**src/rtl/text_value_formatter.sv**
```systemverilog
// text_value_formatter: turns an unsigned binary value into a right-aligned
// decimal ASCII field inside a character buffer using a one-bit-per-clock
// double-dabble. The result is handed to the overlay with a
// wr_ready / wr_completed handshake. Static label characters can be written
// into the buffer while idle.
//
//  state     | meaning
//  ----------+------------------------------------------------------------
//  IDLE      | accepts i_start (wins) or a label write
//  CONVERT   | VALUE_WIDTH double-dabble shift steps, sticky overflow
//  FORMAT    | NUM_DIGITS cycles, one field character per cycle, MSD first
//  HANDOFF   | o_wr_ready high until overlay reports it is writing
//  WAIT_DONE | wait for overlay idle again, then pulse o_done
module text_value_formatter #(
  parameter int NUM_CHAR      = 16,
  parameter int VALUE_WIDTH   = 16,
  parameter int NUM_DIGITS    = 5,
  parameter int DIGIT_POS     = 11,
  parameter int LEADING_BLANK = 1
) (
  input  logic                          i_clk,
  input  logic                          i_rst_n,
  input  logic                          i_start,
  input  logic [VALUE_WIDTH-1:0]        i_value,
  input  logic                          i_lbl_we,
  input  logic [$clog2(NUM_CHAR)-1:0]   i_lbl_addr,
  input  logic [7:0]                    i_lbl_char,
  input  logic                          i_wr_completed,
  output logic [NUM_CHAR-1:0][7:0]      o_characters,
  output logic                          o_wr_ready,
  output logic                          o_busy,
  output logic                          o_done
);

  localparam int AW         = $clog2(NUM_CHAR);
  localparam int BCD_W      = 4 * NUM_DIGITS;
  localparam int CNT_MAX    = (VALUE_WIDTH > NUM_DIGITS) ? VALUE_WIDTH : NUM_DIGITS;
  localparam int CNT_W      = $clog2(CNT_MAX + 1);
  // Element index of the field's least-significant digit; the digit written
  // while the down-counter reads c lands at FIELD_BASE + c.
  localparam int FIELD_BASE = NUM_CHAR - DIGIT_POS - NUM_DIGITS;

  typedef enum logic [2:0] {
    S_IDLE,
    S_CONVERT,
    S_FORMAT,
    S_HANDOFF,
    S_WAIT_DONE
  } state_t;

  state_t                     state_q;
  logic [VALUE_WIDTH-1:0]     value_q;
  logic [BCD_W-1:0]           bcd_q;
  logic [BCD_W-1:0]           bcd_adj_d;
  logic                       ovf_q;
  logic                       nz_seen_q;
  logic [CNT_W-1:0]           cnt_q;
  logic [NUM_CHAR-1:0][7:0]   chars_q;
  logic                       wr_ready_q;
  logic                       done_q;

  logic [3:0]                 digit_d;
  logic [7:0]                 fmt_char_d;
  logic [AW-1:0]              fld_idx_d;
  logic [AW-1:0]              lbl_idx_d;
  logic                       lbl_ok_d;

  // Add-3 correction of every BCD digit that is 5 or more, ahead of the shift.
  always_comb begin
    bcd_adj_d = bcd_q;
    for (int i = 0; i < NUM_DIGITS; i++) begin
      if (bcd_q[4*i +: 4] >= 4'd5) begin
        bcd_adj_d[4*i +: 4] = bcd_q[4*i +: 4] + 4'd3;
      end
    end
  end

  // Character chosen for the digit currently at the top of the BCD register.
  always_comb begin
    digit_d   = bcd_q[BCD_W-1 -: 4];
    fld_idx_d = AW'(FIELD_BASE) + AW'(cnt_q);
    lbl_idx_d = AW'(NUM_CHAR - 1) - i_lbl_addr;
    lbl_ok_d  = ({1'b0, i_lbl_addr} < (AW + 1)'(NUM_CHAR));
    if (ovf_q) begin
      fmt_char_d = 8'h2D;
    end else if ((LEADING_BLANK != 0) && !nz_seen_q && (digit_d == 4'd0) && (cnt_q != '0)) begin
      fmt_char_d = 8'h20;
    end else begin
      fmt_char_d = {4'h3, digit_d};
    end
  end

  // Sequencer FSM with all datapath registers and registered outputs.
  always_ff @(posedge i_clk or negedge i_rst_n) begin
    if (!i_rst_n) begin
      state_q    <= S_IDLE;
      value_q    <= '0;
      bcd_q      <= '0;
      ovf_q      <= 1'b0;
      nz_seen_q  <= 1'b0;
      cnt_q      <= '0;
      chars_q    <= {NUM_CHAR{8'h20}};
      wr_ready_q <= 1'b0;
      done_q     <= 1'b0;
    end else begin
      done_q <= 1'b0;
      case (state_q)
        S_IDLE: begin
          if (i_start) begin
            value_q   <= i_value;
            bcd_q     <= '0;
            ovf_q     <= 1'b0;
            nz_seen_q <= 1'b0;
            cnt_q     <= CNT_W'(VALUE_WIDTH - 1);
            state_q   <= S_CONVERT;
          end else if (i_lbl_we && lbl_ok_d) begin
            chars_q[lbl_idx_d] <= i_lbl_char;
          end
        end
        S_CONVERT: begin
          bcd_q   <= {bcd_adj_d[BCD_W-2:0], value_q[VALUE_WIDTH-1]};
          value_q <= {value_q[VALUE_WIDTH-2:0], 1'b0};
          ovf_q   <= ovf_q | bcd_adj_d[BCD_W-1];
          if (cnt_q == '0) begin
            cnt_q   <= CNT_W'(NUM_DIGITS - 1);
            state_q <= S_FORMAT;
          end else begin
            cnt_q <= cnt_q - 1'b1;
          end
        end
        S_FORMAT: begin
          chars_q[fld_idx_d] <= fmt_char_d;
          bcd_q              <= bcd_q << 4;
          if (digit_d != 4'd0) begin
            nz_seen_q <= 1'b1;
          end
          if (cnt_q == '0) begin
            state_q <= S_HANDOFF;
          end else begin
            cnt_q <= cnt_q - 1'b1;
          end
        end
        S_HANDOFF: begin
          // Ready is raised on the first HANDOFF cycle; the overlay going
          // busy is only honoured once the request is actually visible.
          if (wr_ready_q && !i_wr_completed) begin
            wr_ready_q <= 1'b0;
            state_q    <= S_WAIT_DONE;
          end else begin
            wr_ready_q <= 1'b1;
          end
        end
        S_WAIT_DONE: begin
          if (i_wr_completed) begin
            done_q  <= 1'b1;
            state_q <= S_IDLE;
          end
        end
        default: state_q <= S_IDLE;
      endcase
    end
  end

  assign o_characters = chars_q;
  assign o_wr_ready   = wr_ready_q;
  assign o_busy       = (state_q != S_IDLE);
  assign o_done       = done_q;

endmodule

```
**config.mk**
```make
export PLATFORM = sky130hd
export DESIGN_NAME = text_value_formatter
export DESIGN_NICKNAME = d
export VERILOG_FILES = /design/src/rtl/text_value_formatter.sv
export SDC_FILE = /design/constraint.sdc
export NUM_CORES = 1
export LEC_CHECK = 0
export ABC_AREA = 1
export ABC_CLOCK_PERIOD_IN_PS = 3900
export BUFFER_PORTS_ARGS = -buffer_cell sky130_fd_sc_hd__buf_2
export CELL_PAD_IN_SITES_DETAIL_PLACEMENT = 1
export CELL_PAD_IN_SITES_GLOBAL_PLACEMENT = 1
export CORE_AREA = 5 5 150 152
export DETAILED_ROUTE_END_ITERATION = 10
export DIE_AREA = 0 0 155 157
export PLACE_DENSITY = 0.8
export SYNTH_ARGS = -nofsm -noshare
export SYNTH_HDL_FRONTEND = slang
export SYNTH_SLANG_ARGS = --single-unit
```
**constraint.sdc**
```tcl
create_clock -name i_clk -period 3.9 [get_ports i_clk]
set_clock_uncertainty 0.05 [all_clocks]
set_input_delay 0.39 -clock i_clk [delete_from_list [all_inputs] [get_ports i_clk]]
set_output_delay 0.39 -clock i_clk [all_outputs]
set_load 0.005 [all_outputs]
```
Yosys cells after proc, flatten, opt, wreduce, memory -nomap -nowiden
Index checks and enable logic that the tools add are counted.
{"block": "totals", "input_bits": 33, "reg_bits": 176, "output_inout_bits": 131, "elab_cells": 113}
{"block": "classes", "bitwise_logic": 1, "n_eq_ne": 13, "muxes": 37, "magnitude_cmp": 9, "n_addsub": 7, "n_reduce_logical": 22}
{"op": "128-bit bitwise mux", "n": 2}
{"op": "128-bit two-way mux", "n": 2}
{"op": "128-bit case mux with 2 select lines", "n": 1}
{"op": "8-bit demux with 4-bit select", "n": 2}
{"op": "20-bit case mux with 3 select lines", "n": 1}
{"op": "16-bit case mux with 2 select lines", "n": 1}
{"op": "5-bit two-way mux", "n": 5}
{"op": "4-bit by 2-bit adder with 4-bit output, second input constant", "n": 5}
{"op": "4-bit by 3-bit >= comparator with 1-bit output, second input constant", "n": 5}
{"op": "20-bit two-way mux", "n": 1}
{"op": "4-bit two-way mux", "n": 5}
{"op": "2-bit inequality test, second input constant", "n": 9}
{"op": "16-bit two-way mux", "n": 1}
{"op": "8-bit two-way mux", "n": 2}
{"op": "3-bit two-way mux", "n": 5}
{"op": "3-bit case mux with 5 select lines", "n": 1}
{"op": "5-bit case mux with 3 select lines", "n": 1}
{"op": "4-bit by 5-bit < comparator with 1-bit output, second input constant", "n": 2}
{"op": "3-bit AND reduction", "n": 3}
{"op": "4-bit by 1-bit >= comparator with 1-bit output, second input constant", "n": 2}
{"op": "3-bit by 2-bit == test with 1-bit output, second input constant", "n": 2}
{"op": "3-bit nonzero test", "n": 2}
{"op": "1-bit logical AND", "n": 5}
{"op": "5-bit logical NOT", "n": 1}
{"op": "other kinds (15)", "n": 23}

Logic depth before layout (Yosys ltp)
Gate-level depths: netlist (run 1).
{"block": "logic_depth", "word_depth": 9, "mapped_depth": 12, "ltp_nobuf": 12}

Worst setup path before layout (run 1)
No wires, ideal clock.
{"block": "synth_path", "kind": "register to register", "startpoint": "register cnt_q[0]", "endpoint": "register chars_q (netlist bit o_characters[1])", "path_stages_with_launch": 12, "synth_period_minus_slack_ps": 1742, "setup_ps": 69, "n_path_buf": 1, "t_arrival_ps": 1623, "path_slack_ps": 2158, "cell_sequence": "dfrtp_1 inv_1 ha_1 inv_1 nor2_1 nand2_2 nand2_1 nand2_2 nor2_4 buf_2 nand2_1 nand3_1"}
{"block": "synth_via", "elab_chain_cells": 6, "elab_cells_between_ends": 11, "cone_classes": "order compare (2); mux (6); reduce/logical (3)"}
{"item": "start, declared", "line": "57", "rtl": "logic [CNT_W-1:0] cnt_q;"}
{"item": "start signal, assigned", "line": "114", "rtl": "cnt_q <= CNT_W'(VALUE_WIDTH - 1);"}
{"item": "start signal, assigned", "line": "125", "rtl": "cnt_q <= CNT_W'(NUM_DIGITS - 1);"}
{"item": "start signal, assigned", "line": "128", "rtl": "cnt_q <= cnt_q - 1'b1;"}
{"item": "4-bit by 5-bit < comparator with 1-bit output (not written as such) (tied with other cells)", "line": "132", "rtl": "chars_q[fld_idx_d] <= fmt_char_d;"}
{"item": "1-bit logical AND, on equally long branches", "line": "132, 86"}
{"item": "8-bit two-way mux (not written as such) or 5-bit two-way mux (tied branches)", "line": "132, 86"}
{"item": "8-bit demux with 4-bit select or 5-bit two-way mux (tied branches)", "line": "132, 84"}
{"item": "128-bit bitwise mux (*)", "line": "132"}
{"item": "128-bit case mux with 2 select lines (*)", "line": "107", "rtl": "case (state_q)"}
{"item": "end signal, assigned", "line": "102", "rtl": "chars_q <= {NUM_CHAR{8'h20}};"}
{"item": "end signal, assigned by index", "line": "117", "rtl": "chars_q[lbl_idx_d] <= i_lbl_char;"}
{"item": "end signal, assigned by index", "line": "132"}
{"item": "end, declared", "line": "58", "rtl": "logic [NUM_CHAR-1:0][7:0] chars_q;"}
Every way passes the cells marked *; elsewhere a longest branch is shown, timed or not.
A chain may end at the register's enable or synchronous reset.

Worst setup path in the final report (run 1)
{"block": "layout_path", "startpoint": "register state_q[0]", "endpoint": "register chars_q (netlist bit o_characters[71])"}
{"block": "layout_via", "elab_chain_cells": 3, "elab_cells_between_ends": 7, "cone_classes": "eq/ne (3); mux (1); reduce/logical (3)"}
{"item": "start, declared", "line": "51", "rtl": "state_t state_q;"}
{"item": "start signal, assigned", "line": "96", "rtl": "state_q <= S_IDLE;"}
{"item": "start signal, assigned", "line": "115", "rtl": "state_q <= S_CONVERT;"}
{"item": "start signal, assigned", "line": "126", "rtl": "state_q <= S_FORMAT;"}
{"item": "3-bit logical NOT or 3-bit by 2-bit == test with 1-bit output (tied branches)", "line": "107"}
{"item": "2-bit inequality test (no source line) or 2-bit nonzero test (tied branches)"}
{"item": "3-bit AND reduction (no source line)"}
Parallel ways exist; a longest one is shown, timed or not.

==> results of run 1 <==
-- cells in the final DEF, fill, tap and decap left out, types with 4 or more instances in the layout --
master     Yosys  routed
a21oi_1       26      26
o21ai_0      137     137
o21a_1        10      10
xor2_1         5       5
dfstp_2       16      16
nand4_1       21      21
o211ai_1       8       8
nor2_2        12      12
inv_2         17      17
nor3_1        28      28
nand2_1      452     452
inv_1         91      91
ha_1          15      15
buf_4          4       5
nand3_1       70      70
dfrtp_1      160     160
buf_2         11     162
nor2_1        48      48
nand2_2       17      17
nand2_4        4       4
inv_6          0       4
clkbuf_16      0      17
-- worst paths after layout --
path | startpoint | end | cells past startpoint
setup / recovery | state_q[0] | o_characters[71] | 9
hold reg to reg | o_characters[83] | o_characters[83] | 2
max in group asynchronous | i_rst_n | bcd_q[10] | 3
hold / removal | i_wr_completed | o_done | 3
min in group asynchronous | i_rst_n | o_characters[71] | 2
setup reg to reg | state_q[0] | o_characters[71] | 9
-- sequential cells by signal, summed over array words and instances, names as in the netlist --
register and cells:
o_characters 128, value_q 16, o_wr_ready 1, cnt_q 5, bcd_q 20, nz_seen_q 1, ovf_q 1, o_done 1
state_q 3
-- area by class of cell --
type	instances	area (sq um)
fill	2670	10200
sequential	176	4420
multi-input combinational	870	4060
timing repair buffer	170	890
clock buffer	18	429
inverter	108	405
tap	275	344
clock inverter	14	178
-- cells in the mapped netlist, drive strengths merged --
cell | n | area (sq um)
a21boi | 2 | 15.0
a21oi | 27 | 139
buf | 21 | 115
clkbuf | 13 | 48.8
dfrtp | 160 | 4000
dfstp | 16 | 420
ha | 15 | 188
inv | 108 | 405
nand2 | 473 | 1850
nand3 | 71 | 360
nand4 | 21 | 131
nor2 | 63 | 289
nor3 | 28 | 140
nor4 | 1 | 6.26
o211ai | 8 | 60.1
o21a | 10 | 75.1
o21ai | 142 | 733
o221ai | 1 | 8.76
o22ai | 2 | 12.5
or2 | 1 | 6.26
xor2 | 5 | 43.8
-- worst reg2reg max path: cells and delay by family (launching register included) --
| kind | cells | cell delay (ns) |
|---|---|---|
| buf+inv | 3 | 0.93 |
| simple gates | 5 | 0.86 |
| flops | 1 | 0.44 |
| compound gates | 1 | 0.09 |
-- power by group through the flow --
stage	clock network (mW)	registers, mW	logic (mW)
2_1_floorplan	0	3.21	2.02
3_3_place_gp	0	3.28	3.34
3_5_place_dp	0	3.30	3.49
4_1_cts	1.84	3.28	3.52
5_1_grt	1.93	3.38	3.92
6_report	1.82	3.28	3.48
-- metrics by stage --
step	hold WS, ns	total power [mW]	instance area (sq um)	util (%)	cells
global placement	0.404	6.62	10100	48.4	1598
CTS	0.143	8.63	10700	51.4	1631
global route	0.150	9.23	10700	51.4	1631
floorplan	0.0444	5.23	9050	-	1188
detailed placement	0.403	6.79	10100	48.4	1598
finish	0.152	8.58	10700	51.4	1631
-- routing by layer --
metal | up-vias | global-route usage (%) | share of wire [%]
met2 | 233 | 44.7 | 52
met5 | - | 0 | 0
met1 | 4329 | 32.0 | 42
met4 | 0 | 5.72 | 1.3
met3 | 35 | 4.34 | 4.6
li1 | 4132 | - | -
-- kinds of logic after synthesis --
family                     Yosys count  share of synthesized area, %
DFF                                176                          48.9
adders and majority gates           15                          2.07
buffers and inverters              142                          6.29
and+or+nand+nor                    658                          30.7
AOI/OAI and AO/OA                  192                          11.5
xor gates and xnor gates             5                         0.484
-- timing repair --
item	in CTS	in global routing
hold endpoints to repair	68	0
hold buffers	1	0
endpoints found under the setup margin	0	0
==> results.cfg, run 1 <==
[outcome]
status = completed

[critical_path]
path_delay_family = buffers and inverters
r2r_slack_ns = 1.36
cp_slowest_cell = inv_2
slowest_delay_ns = 0.48
cp-end-kind = register
worstPathArrival_ns = 2.77
crit_type = register to register
startpoint_type = register
cp_num_buf_inv = 3
worstPathMaxFanout = 32
crit_chain = nor2_4, nand2_4, inv_2, buf_4, nand2_1, nand2_2, inv_2, nand2_1, o21ai_0
critPathRequiredTime_ns = 4.13

[clock_tree]
cts_tree = yes
cts_buffers = 17
path_clk_slew_ns = 0.07
cts-resized-gates = 0
cts_setup_buffers = 0
cts_root_buf = clkbuf_16
clk_latency_ns = 0.43
htreeDepth = 4
clockBufferDepth = 2
cts.sinks = 176

[die]
rows = 53
die_w_um = 155
die_area_sq_um = 24300
core_area_sq_um = 20900
die_h_um = 157
start_util_pct = 43.3
io_pins = 164

[logic_synthesis]
syn-num-nets = 1236
syn_avg_cell_area_sq_um = 7.62
ys_types = 34
netlist_instances = 1188
syn_area_sq_um = 9050
synth-seq-cells = 176
ys_seq_area_share_pct = 48.9
yosysWarnings = 0

[power]
clkPwrFrac_pct = 21.2
internal-power_mw = 4.93
power_frac_comb_pct = 40.5
vdd_drop_max_mv = 0.573
swShare_pct = 42.5
pwr-share-seq_pct = 38.3
p_per_area_nw_per_um2 = 799
power_leakage_nw = 5.42
switching_power_mw = 3.65

[layout]
layout.nets = 1391
n_antenna_cell = 0
area_delta_synth_final_pct = 18.6
drive_above_1_share_pct = 20.4

[grt]
antenna_found_initial = 0
grt_util_all_layers_pct = 25.1
grt_max_degree = 101
grt_pass1_vias = 9077
grt_pass1_wl_um = 48800
overflow = 0

[sta]
period_share_pct = 65.2
finalHoldViolCount = 0
tightestPinTransition_ns = 0.999
worst_slack_ns = 1.36
fin_tns_setup_ns = 0
setup_viol = 0
timing.fmax_mhz = 394
rsz0062_at_grt = false
slew_headroom_pct = 33.4
finalMaxSlewViolations = 0
period_needed_ns = 2.54

[placed_design]
port-buffer-count = 163
place_hpwl_um = 21500
dp_slack_ns = 1.39
gp_congestion = 0.871

[route]
vias = 8729
avgViaCountPerCell = 5.35
routed_wl_um = 30500
drc = 0
drt_iter0_drc = 566
ant_nets = 0
routedWlPerCell_um = 18.7
first_pass_iters = 5

[hold_path]
hold_path_class = primary input to register

[flow_run]
cap_violations = 0
(Power assumes the default switching activity.)
==> run 2, diff against run 1 <==
--- a/config.mk
+++ b/config.mk
@@ -6,14 +6,14 @@
 export NUM_CORES = 1
 export LEC_CHECK = 0
 export ABC_AREA = 1
-export ABC_CLOCK_PERIOD_IN_PS = 3900
+export ABC_CLOCK_PERIOD_IN_PS = 2600
 export BUFFER_PORTS_ARGS = -buffer_cell sky130_fd_sc_hd__buf_2
 export CELL_PAD_IN_SITES_DETAIL_PLACEMENT = 1
 export CELL_PAD_IN_SITES_GLOBAL_PLACEMENT = 1
-export CORE_AREA = 5 5 150 152
+export CORE_AREA = 5 5 155 157
 export DETAILED_ROUTE_END_ITERATION = 10
-export DIE_AREA = 0 0 155 157
-export PLACE_DENSITY = 0.8
+export DIE_AREA = 0 0 160 162
+export PLACE_DENSITY = 0.76
 export SYNTH_ARGS = -nofsm -noshare
 export SYNTH_HDL_FRONTEND = slang
 export SYNTH_SLANG_ARGS = --single-unit
==> constraint.sdc (replaced) <==
create_clock -name i_clk -period 2.6 [get_ports i_clk]
set_clock_uncertainty 0.05 [all_clocks]
set_input_delay 0.26 -clock i_clk [delete_from_list [all_inputs] [get_ports i_clk]]
set_output_delay 0.26 -clock i_clk [all_outputs]
set_load 0.005 [all_outputs]
==> run 2 against run 1 <==
Fmax grew 7.4%. Sequential cell count is the same. Total power grew 49%. Global-route usage shrank 1.5 points. Largest power group unchanged. First-iteration DRC count shrank 5.1%. Largest cell class unchanged. Combinational power grew 54%. Routed wire length grew 0.50%.
==> results.cfg, run 2 (same netlist as run 1, synthesis figures left out) <==
[layout]
drive_above_1_share_pct = 21.1
final_cell_mix = nand2_1, buf_2, dfrtp_1
layout.nets = 1403
area_delta_synth_final_pct = 19.5
largest_register_ffs = 128
final_common_cell = nand2_1

[sta]
period_needed_ns = 2.37
setup_viol = 0
worst_slack_ns = 0.234
finalHoldViolCount = 0
finalMaxSlewViolations = 0
rsz0062_at_grt = false
fin_tns_setup_ns = 0
tightestPinTransition_ns = 0.782
slew_headroom_pct = 47.3
timing.fmax_mhz = 423
period_share_pct = 91.0

[die]
rows = 55
core_area_sq_um = 22400
io_pins = 164
start_util_pct = 40.5
die_area_sq_um = 25900
die_h_um = 162
die_w_um = 160

[route]
drt_iter0_drc = 537
first_pass_iters = 4
avgViaCountPerCell = 5.23
vias = 8647
drc = 0
routedWlPerCell_um = 18.5
ant_nets = 0
routed_wl_um = 30600

[outcome]
status = completed

[clock_tree]
path_clk_slew_ns = 0.08
cts_buffers = 17
htreeDepth = 4
cts_tree = yes
cts_root_buf = clkbuf_16
cts.sinks = 176
clk_latency_ns = 0.43
clockBufferDepth = 2

[critical_path]
worstPathArrival_ns = 2.63
cp-end-kind = register
crit_type = register to register
worstPathMaxFanout = 10
startpoint_type = register
critPathRequiredTime_ns = 2.86

[grt]
grt_max_degree = 64
use_met3_pct = 4.29
antenna_found_initial = 1
grt_busiest_layer = met2
grt_util_met2_pct = 41.2
overflow = 0
grt_pass1_vias = 9073
grt_util_all_layers_pct = 23.6
grt_pass1_wl_um = 49200
grt_use_met1_pct = 29.8

[placed_design]
gp_congestion = 0.837
place_hpwl_um = 22000
dp_slack_ns = 0.194
port-buffer-count = 163

[power]
power_leakage_nw = 5.47
p_per_area_nw_per_um2 = 1180
vdd_drop_max_mv = 0.480

[hold_path]
hold_path_class = primary input to register

[flow_run]
cap_violations = 0
## run 2: cell count changes in the layout (fill, tap and decap cells not counted), moves of 2 or more
cell,change
inv_8,+2
bufinv_16,-3
buf_12,+2
buf_4,+10
inv_6,+2
## run 2: what timing repair did
action,in CTS,in global routing
endpoints found under the setup margin,0,6
resized for setup,0,1
hold buffers,1,0
setup buffers,0,3
hold endpoints to repair,43,0
## run 2: path summary, 6_finish.rpt
path / startpoint / to / slack (ns) / depth (start not counted)
max: cnt_q[0] / o_characters[12] / 0.23 / 10
min: i_start / value_q[0] / 0.04 / 3
max reg2reg: cnt_q[0] / o_characters[12] / 0.23 / 10
min reg2reg: o_characters[29] / o_characters[29] / 0.42 / 2
max in group asynchronous: i_rst_n / o_characters[101] / 1.34 / 3
min in group asynchronous: i_rst_n / o_characters[79] / 0.29 / 2
## run 2: where the power goes
part / internal, mW / switching (mW) / leakage, nW / total [mW]
Clock: 1.29 / 1.23 / 0.274 / 2.51
Sequential: 4.04 / 0.879 / 2.17 / 4.92
Combinational: 1.94 / 3.40 / 3.02 / 5.35
## run 2: per-layer routing
| layer | wire (um) | share of wire, % | vias up |
|---|---|---|---|
| li1 | - | - | 4165 |
| met1 | 13400 | 44 | 4243 |
| met2 | 15300 | 50 | 199 |
| met3 | 1370 | 4.5 | 40 |
| met4 | 527 | 1.7 | 0 |
| met5 | 0 | 0 | - |
## run 2: final cells by class
type                       count  area [sq um]
multi-input combinational    870          4060
sequential                   176          4420
tap                          285           357
fill                        2830         11600
clock buffer                  18           439
antenna                        1          2.50
timing repair buffer         182          1000
clock inverter                14           120
inverter                     108           407
## run 2: stage by stage
| stage | hold slack, ns | std cells | area (sq um) | power [mW] | utilization (%) |
|---|---|---|---|---|---|
| 2_1_floorplan | -0.0856 | 1188 | 9050 | 7.85 | - |
| 3_3_place_gp | 0.203 | 1617 | 10200 | 10.1 | 45.6 |
| 3_5_place_dp | 0.205 | 1617 | 10200 | 10.3 | 45.6 |
| 4_1_cts | 0.0213 | 1650 | 10800 | 12.9 | 48.2 |
| 5_1_grt | 0.0587 | 1654 | 10800 | 13.8 | 48.3 |
| 6_report | 0.0371 | 1654 | 10800 | 12.8 | 48.3 |
## run 2: critical path, stage by stage, from the launching register on
cell and delay (ns):
dfrtp_1 0.43, inv_1 0.13, ha_1 0.23, inv_1 0.19, nor2_1 0.08, nand2_2 0.13
nand2_1 0.12, nand2_2 0.30, inv_1 0.32, nand2_1 0.15, nand3_1 0.09
